**config.mk**
```make
export PLATFORM = sky130hd
export DESIGN_NAME = board_vram_arbiter
export DESIGN_NICKNAME = d
export VERILOG_FILES = /design/src/rtl/board_vram_arbiter.sv
export SDC_FILE = /design/constraint.sdc
export NUM_CORES = 1
export LEC_CHECK = 0
export CAP_MARGIN = 20
export CELL_PAD_IN_SITES_DETAIL_PLACEMENT = 0
export CELL_PAD_IN_SITES_GLOBAL_PLACEMENT = 1
export CORE_ASPECT_RATIO = 1.5
export CORE_MARGIN = 2
export CORE_UTILIZATION = 43
export CTS_CLUSTER_SIZE = 28
export DETAILED_ROUTE_END_ITERATION = 10
export PLACE_DENSITY_LB_ADDON = 0.08
export SLEW_MARGIN = 10
export SYNTH_ARGS = -nofsm -noshare
export SYNTH_HDL_FRONTEND = slang
export SYNTH_SLANG_ARGS = --single-unit
```
**constraint.sdc**
```tcl
create_clock -name vga_clk -period 4.45 [get_ports vga_clk]
set_clock_uncertainty 0.1 [all_clocks]
set_input_delay 0.445 -clock vga_clk [delete_from_list [all_inputs] [get_ports vga_clk]]
set_output_delay 0.445 -clock vga_clk [all_outputs]
set_load 0.02 [all_outputs]
```
**src/rtl/board_vram_arbiter.sv**
```systemverilog
// Board-state RAM arbiter: the VGA scan reads cells, queued game writes drain when the scan is off-board.
// Optional cursor highlight is built only when BOARD_CURSOR_EN is defined.
module board_vram_arbiter #(
    parameter int BOARD_N    = 15,
    parameter int CELL_LOG2  = 5,
    parameter int X0         = 80,
    parameter int Y0         = 0,
    parameter int FIFO_DEPTH = 4
) (
    input  logic        vga_clk,
    input  logic        clrn,
    input  logic [8:0]  row_addr,
    input  logic [9:0]  col_addr,
    input  logic        rdn,
    input  logic        wr_req,
    input  logic [3:0]  wr_x,
    input  logic [3:0]  wr_y,
    input  logic [1:0]  wr_data,
    output logic        wr_ready,
    output logic        wr_err,
    output logic [7:0]  mem_addr,
    output logic        mem_we,
    output logic [1:0]  mem_wdata,
    input  logic [1:0]  mem_rdata,
    output logic [11:0] d_out,
    input  logic [3:0]  cur_x,
    input  logic [3:0]  cur_y
);
    // FIFO_DEPTH is a power of 2 (>= 2) so the pointers wrap on their own.
    localparam int PTR_W = $clog2(FIFO_DEPTH);
    localparam int CNT_W = $clog2(FIFO_DEPTH + 1);
    localparam logic [9:0] SPAN = 10'(BOARD_N << CELL_LOG2);

    logic [9:0]  w_col_off, w_row_off;
    logic [3:0]  w_cx, w_cy;
    logic        w_in_board, w_grid;
    logic [7:0]  w_scan_addr;

    // Offsets wrap at 10 bits, so anything left/above the board lands >= SPAN.
    assign w_col_off   = col_addr - 10'(X0);
    assign w_row_off   = {1'b0, row_addr} - 10'(Y0);
    assign w_in_board  = !rdn && (w_col_off < SPAN) && (w_row_off < SPAN);
    assign w_cx        = 4'(w_col_off >> CELL_LOG2);
    assign w_cy        = 4'(w_row_off >> CELL_LOG2);
    assign w_grid      = (w_col_off[CELL_LOG2-1:0] == '0) || (w_row_off[CELL_LOG2-1:0] == '0);
    assign w_scan_addr = 8'(int'(w_cy) * BOARD_N + int'(w_cx));

`ifdef BOARD_CURSOR_EN
    logic w_cur;
    logic r_s1_cur;
    assign w_cur = (w_cx == cur_x) && (w_cy == cur_y) && w_grid;
`else
    logic w_unused_cur;
    assign w_unused_cur = ^{cur_x, cur_y};
`endif

    logic [7:0]       r_fifo_addr [FIFO_DEPTH];
    logic [1:0]       r_fifo_data [FIFO_DEPTH];
    logic [PTR_W-1:0] r_wr_ptr, r_rd_ptr;
    logic [CNT_W-1:0] r_count;
    logic             w_full, w_empty, w_wr_bad, w_accept, w_push, w_pop;
    logic [7:0]       w_wr_addr;
    logic             r_wr_err;

    assign w_full    = (r_count == CNT_W'(FIFO_DEPTH));
    assign w_empty   = (r_count == '0);
    assign w_wr_bad  = (int'(wr_x) >= BOARD_N) || (int'(wr_y) >= BOARD_N);
    assign w_wr_addr = 8'(int'(wr_y) * BOARD_N + int'(wr_x));
    assign w_accept  = wr_req && !w_full;
    assign w_push    = w_accept && !w_wr_bad;
    assign w_pop     = !w_in_board && !w_empty;
    assign wr_ready  = !w_full;
    assign wr_err    = r_wr_err;

    always_ff @(posedge vga_clk) begin
        if (w_push) begin
            r_fifo_addr[r_wr_ptr] <= w_wr_addr;
            r_fifo_data[r_wr_ptr] <= wr_data;
        end
    end

    always_ff @(posedge vga_clk or negedge clrn) begin
        if (!clrn) begin
            r_wr_ptr <= '0;
            r_rd_ptr <= '0;
            r_count  <= '0;
            r_wr_err <= 1'b0;
        end else begin
            r_wr_err <= w_accept && w_wr_bad;
            if (w_push) r_wr_ptr <= r_wr_ptr + PTR_W'(1);
            if (w_pop)  r_rd_ptr <= r_rd_ptr + PTR_W'(1);
            case ({w_push, w_pop})
                2'b10:   r_count <= r_count + CNT_W'(1);
                2'b01:   r_count <= r_count - CNT_W'(1);
                default: r_count <= r_count;
            endcase
        end
    end

    // The scan always wins the port; the idle port parks on the last address.
    logic [7:0] r_addr;
    logic [7:0] w_mem_addr;
    logic       w_mem_we;
    logic [1:0] w_mem_wdata;

    always_comb begin
        w_mem_addr  = r_addr;
        w_mem_we    = 1'b0;
        w_mem_wdata = 2'b00;
        if (w_in_board) begin
            w_mem_addr = w_scan_addr;
        end else if (!w_empty) begin
            w_mem_addr  = r_fifo_addr[r_rd_ptr];
            w_mem_we    = 1'b1;
            w_mem_wdata = r_fifo_data[r_rd_ptr];
        end
    end

    assign mem_addr  = w_mem_addr;
    assign mem_we    = w_mem_we;
    assign mem_wdata = w_mem_wdata;

    logic        r_s1_vld, r_s1_in, r_s1_grid, r_s1_rdn;
    logic [11:0] w_colour, r_d_out;

    always_comb begin
        w_colour = 12'h000;
        if (r_s1_rdn)      w_colour = 12'h000;
        else if (!r_s1_in) w_colour = 12'h444;
        else begin
            case (mem_rdata)
                2'd1:    w_colour = 12'h111;
                2'd2:    w_colour = 12'hEEE;
                2'd3:    w_colour = 12'h00F;
                default: w_colour = r_s1_grid ? 12'h000 : 12'h38C;
            endcase
`ifdef BOARD_CURSOR_EN
            if (r_s1_cur) w_colour = 12'h0F0;
`endif
        end
    end

    always_ff @(posedge vga_clk or negedge clrn) begin
        if (!clrn) begin
            r_addr    <= '0;
            r_s1_vld  <= 1'b0;
            r_s1_in   <= 1'b0;
            r_s1_grid <= 1'b0;
            r_s1_rdn  <= 1'b1;
`ifdef BOARD_CURSOR_EN
            r_s1_cur  <= 1'b0;
`endif
            r_d_out   <= '0;
        end else begin
            r_addr    <= w_mem_addr;
            r_s1_vld  <= 1'b1;
            r_s1_in   <= w_in_board;
            r_s1_grid <= w_grid;
            r_s1_rdn  <= rdn;
`ifdef BOARD_CURSOR_EN
            r_s1_cur  <= w_cur;
`endif
            // Stage 1 holds nothing meaningful on the first cycle out of reset.
            r_d_out   <= r_s1_vld ? w_colour : 12'h000;
        end
    end

    assign d_out = r_d_out;
endmodule

```
Yosys cells after proc, flatten, opt, wreduce, memory -nomap -nowiden
Memory sizes are Yosys's and may differ from the RTL's.
Cells that the tools add are included.
{"block": "classes", "n_mux": 14, "reduce_logical": 17, "add_sub_neg": 7, "n_eq_ne": 6, "mul": 2, "magnitude_cmp": 4}
{"cell": "$mux W12", "count": 3}
{"cell": "$pmux W12 S3", "count": 1}
{"cell": "$add A8 B4 Y8", "count": 2}
{"cell": "$mul A4 B4 Y8 const B", "count": 2}
{"cell": "$mux W8", "count": 2}
{"cell": "$logic_not A5 Y1", "count": 2}
{"cell": "$lt A10 B9 Y1 const B", "count": 1}
{"cell": "$mux W10", "count": 1}
{"cell": "$sub A10 B7 Y10 const B", "count": 1}
{"cell": "$lt A9 B9 Y1 const B", "count": 1}
{"cell": "$ge A4 B4 Y1 const B", "count": 2}
{"cell": "$eq A2 B2 Y1 const B", "count": 3}
{"cell": "$logic_and A1 B1 Y1", "count": 6}
{"cell": "$pmux W3 S2", "count": 1}
{"cell": "$logic_not A1 Y1", "count": 5}
{"cell": "$add A2 B1 Y2 const B", "count": 2}
{"cell": "$eq A2 B1 Y1 const B", "count": 2}
{"cell": "$mux W1", "count": 4}
{"cell": "$mux W2", "count": 2}
{"cell": "$add A3 B1 Y3 const B", "count": 1}
{"cell": "$eq A3 B3 Y1 const B", "count": 1}
{"cell": "$logic_not A3 Y1", "count": 1}
{"cell": "$sub A3 B1 Y3 const B", "count": 1}
{"cell": "$logic_or A1 B1 Y1", "count": 2}
{"cell": "$reduce_bool A2 Y1", "count": 1}
{"block": "word_totals", "output_inout_bits": 25, "memories": 2, "wordCells": 62, "register_bits": 32, "input_bits": 43, "ram_bits": 40}
{"memory": "r_fifo_addr", "words": 4, "width": 8, "rd": 1, "rd_clocked_by_memory_dff": 0, "write_ports": 1, "line_no": "57", "text": "logic [7:0] r_fifo_addr [FIFO_DEPTH];"}
{"memory": "r_fifo_data", "words": 4, "width": 2, "rd": 1, "rd_clocked_by_memory_dff": 0, "write_ports": 1, "line_no": "58", "text": "logic [1:0] r_fifo_data [FIFO_DEPTH];"}

Depth between registers and ports, before layout
Gate-level depths: netlist of the first run.
{"block": "logic_depth", "depth_word": 8, "depth_mapped": 13}

Worst setup path after synthesis of the first run
OpenSTA, ideal clock, no wires.
{"block": "synth_timing", "path_type": "input port to output port", "startpoint": "input port row_addr[5]", "endpoint": "output port mem_addr[7]", "arrival_ps": 3364, "setup_slack_ps": 541, "required_ps": 3905, "path_buffers": 0, "path_stages": 11, "cell_sequence": "fa_1 inv_1 fa_1 fa_1 inv_1 ha_1 a211oi_1 o21bai_1 a21oi_1 xnor2_1 a21oi_1"}
{"block": "synth_via", "elab_chain_cells": 3, "word_cells_on_any_way": 5}
{"item": "from (decl)", "line_no": "12", "text": "input logic [8:0] row_addr,"}
{"item": "$mul A4 B4 Y8 or $lt A9 B9 Y1 (tied branches)", "line_no": "46, 42"}
{"item": "$add A8 B4 Y8 or $logic_and A1 B1 Y1 (tied branches)", "line_no": "46, 42"}
{"item": "$mux W8 (*)", "line_no": "110", "text": "if (w_in_board) begin"}
{"item": "to (decl)", "line_no": "21", "text": "output logic [7:0] mem_addr,"}
Every way passes the cells marked *; elsewhere a longest branch is shown, timed or not.

Worst setup path after layout of the first run
{"block": "layout_timing", "startpoint": "input port row_addr[6]", "endpoint": "output port mem_addr[7]"}
Same word-level chain as after synthesis.

==> results.txt, run 1 <==
Status - complete, no violations
Core area - 8830 um2
Fin crit share - 95.5%
Worst min path class - register to register
Avg WL per Cell - 14.2 um
CP dominant cell by count - fa_1
Initial antenna violation count - 0
Fin nets - 475
Fill count - 753
Clock Latency Late Sink - 0.32 ns
Worst stage delay on the critical path - 0.55 ns
TritonCTS Buffers - 9
Largest net degree at the start of global routing - 30
Worst vdd ir - 0.312 mV
Unique masters post-synth - 39
H-tree levels - 3
CP max stage cell - fa_1
N_diodes - 0
Power Density - 546 nW/um2
Final hold violations - 0
Routed vias/inst - 4.87
Area grow syn2layout - 30.5%
Sequential area share after synthesis - 49.5%
DRT antenna net count - 0
Starting Density - 44.1%
Slew @ Worst Pin - 0.695 ns
Critical Path RT - 3.90 ns
Root Driver - clkbuf_16
Critical path, cell by cell - clkdlybuf4s50_1 > fa_1 > inv_1 > fa_1 > fa_1 > inv_1 > ha_4 > a211oi_2 > o21bai_1 > a21oi_2 > xnor2_2 > a21oi_2 > buf_4
WP buf/inv - 4
Critical path's top delay family - adder cells
RD Place Congestion - 0.868
Drt first pass iters - 4
TritonCTS clock tree - built
Finished Core Util - 57.6%
First-pass GRT wire length - 11,700 um
Die height - 121 um
CP Launch Type - input pin
Slew margin rel. - 53.7%
Syn_area_per_cell - 13.5 um2
# rows - 42
Highest clock rate - 0.235 GHz
DR vias - 2,397
Port Buffers - 59
Hold_buf cts - 0
Placed wire-length estimate - 5620 um
Routed wire length - 6970 um
Post-layout min period - 4.25 ns
Worst Path Arrival - 3.71 ns
Unrepaired setup endpoints after global routing - no
I/O pin count - 68
Seq cells post-synth - 69
Layout Cells excl Fill - 492
Num Clock Sinks - 69
GRT overflow - 0
Synth Cell Area - 3900 um2
Post-route DRC - 0
Leak - 0.00222 uW
Crit. End Element - output port
Number of global-route vias before repair - 2,578
Initial drt markers - 67
Slew Limit Fails - 0
Die W - 81.7 um
GRT Overall Usage - 15.8%
Layout cells sized above 1 - 17.5%
Max Root-Sink Buffers - 2
Die ar. - 9860 um2
YS warnings - 0
Post-synthesis cell count - 289
Max Cap Viol - 0
Synthesized netlist net count - 387
Worst-path clk slew - 0.05 ns
# setup viols final - 0
# placed instances - 474
CP max FO - 4
Critical Setup Path Class - input pin to output port
-- sequential cells by signal (all words and copies together), names as in the netlist --
name and count:
r_s1_grid 1, r_fifo_addr 32, d_out 9, r_s1_vld 1, r_rd_ptr 2, r_wr_ptr 2
r_s1_in 1, r_s1_rdn 1, r_addr 8, r_fifo_data 8, wr_err 1, r_count 3
-- power breakdown --
| group | switching [uW] | internal [uW] | total, uW |
|---|---|---|---|
| combinational | 555 | 572 | 1130 |
| sequential | 98.5 | 888 | 986 |
| clock | 238 | 424 | 663 |
-- cell usage in the layout, fill, tap and decap left out, drive strengths merged, types with 9 or more instances in the layout --
cell           netlist  layout
nor2                 9       9
buf                  7      28
ha                  40      40
fa                  15      15
edfxtp              40      40
mux4                10      10
dfrtp               28      28
xnor2                9       9
inv                 39      40
nand2                9       9
clkdlybuf4s50        0      53
o21ai                9       9
clkbuf               0      13
xor2                10      10
a21oi               14      14
-- path summary, 6_finish.rpt --
kind / startpoint / endpoint / cells past startpoint / slack, ns
worst min register to register: r_s1_in / d_out[2] / 1 / 0.37
worst max register to register: r_count[0] / r_count[2] / 11 / 2.26
worst max-delay path: row_addr[6] / mem_addr[7] / 13 / 0.20
max in group asynchronous: clrn / r_s1_rdn / 2 / 3.52
worst min-delay path: r_s1_in / d_out[2] / 1 / 0.37
min in group asynchronous: clrn / d_out[5] / 2 / 0.41
-- area by class of cell --
cell class	count	area [um2]	share of cell area, %
clock inverters	3	16.3	0.320
clock buffers	13	272	5.34
multi-input cells	174	1820	35.7
well taps	110	138	2.71
repair buffers	84	768	15.1
inverters	39	146	2.88
flip-flops and latches	69	1930	37.9
-- logic make-up after synthesis --
group                    Yosys count  share of synthesized area, %
XOR/XNOR                          19                          4.27
adder cells (fa/ha/maj)           55                          20.5
multiplexers                      18                          7.87
AND/OR/NAND/NOR                   36                          4.82
buffers and inverters             46                          5.07
AO/OA/AOI/OAI                     45                          7.87
other                              1                        0.0962
flip-flops                        69                          49.5
-- what timing repair did --
item	4_1_cts	5_1_grt
buffers inserted	0	2
hold endpoints to repair	0	0
resized for setup	18	9
pin swaps	0	5
setup endpoints to repair	5	5
-- layer usage --
| layer | share of wire [%] | GRT usage (%) | up-vias |
|---|---|---|---|
| met2 | 57 | 30.7 | 49 |
| met1 | 37 | 15.6 | 1149 |
| met4 | 1.6 | 6.56 | 0 |
| met3 | 4.7 | 2.99 | 8 |
| li1 | - | - | 1191 |
| met5 | 0 | 0 | - |
-- synth_stat cells --
| library cell | n | area, um2 |
|---|---|---|
| a211o_1 | 2 | 17.5 |
| a211oi_1 | 6 | 45.0 |
| a21o_1 | 5 | 37.5 |
| a21oi_1 | 13 | 65.1 |
| a21oi_4 | 1 | 16.3 |
| and2_1 | 6 | 37.5 |
| buf_2 | 2 | 10.0 |
| buf_4 | 4 | 30.0 |
| buf_6 | 1 | 11.3 |
| conb_1 | 1 | 3.75 |
| dfrtp_1 | 28 | 701 |
| dfstp_2 | 1 | 26.3 |
| edfxtp_1 | 40 | 1200 |
| fa_1 | 15 | 300 |
| ha_1 | 40 | 500 |
| inv_1 | 39 | 146 |
| mux2_2 | 1 | 11.3 |
| mux2i_1 | 7 | 70.1 |
| mux4_2 | 10 | 225 |
| nand2_1 | 9 | 33.8 |
| nand2b_1 | 1 | 6.26 |
| nand3_1 | 1 | 5.00 |
| nand3b_1 | 1 | 7.51 |
| nand4_1 | 1 | 6.26 |
| nor2_1 | 8 | 30.0 |
| nor2_2 | 1 | 6.26 |
| nor2b_1 | 2 | 12.5 |
| nor3_1 | 3 | 15.0 |
| nor3b_2 | 1 | 12.5 |
| o2111ai_1 | 1 | 8.76 |
| o211ai_1 | 2 | 15.0 |
| o21ai_0 | 8 | 40.0 |
| o21ai_2 | 1 | 8.76 |
| o21bai_1 | 4 | 30.0 |
| o22ai_1 | 1 | 6.26 |
| o41ai_2 | 1 | 16.3 |
| or4_1 | 2 | 15.0 |
| xnor2_1 | 9 | 78.8 |
| xor2_1 | 10 | 87.6 |
-- stage by stage --
stage               power [uW]  instance area [um2]  setup slack (ns)  setup TNS, ns  hold WS, ns
finish                    2780                 5090             0.198              0        0.366
global route              2970                 5090            0.0129              0        0.408
CTS                       2770                 5030           -0.0306        -0.0306        0.367
detailed placement        2120                 4750            -0.512          -1.60        0.359
global placement          2110                 4750            -0.449          -1.44        0.349
floorplan                 1690                 3900             0.541              0       0.0494
(Power assumes the default switching activity.)
==> run 2, diff against run 1 <==
--- a/config.mk
+++ b/config.mk
@@ -5,7 +5,7 @@
 export SDC_FILE = /design/constraint.sdc
 export NUM_CORES = 1
 export LEC_CHECK = 0
-export CAP_MARGIN = 20
+export CAP_MARGIN = 10
 export CELL_PAD_IN_SITES_DETAIL_PLACEMENT = 0
 export CELL_PAD_IN_SITES_GLOBAL_PLACEMENT = 1
 export CORE_ASPECT_RATIO = 1.5
@@ -14,7 +14,6 @@
 export CTS_CLUSTER_SIZE = 28
 export DETAILED_ROUTE_END_ITERATION = 10
 export PLACE_DENSITY_LB_ADDON = 0.08
-export SLEW_MARGIN = 10
 export SYNTH_ARGS = -nofsm -noshare
 export SYNTH_HDL_FRONTEND = slang
 export SYNTH_SLANG_ARGS = --single-unit
==> results of run 2 <==
Final layout, timing and power as in run 1 (identical DEF).
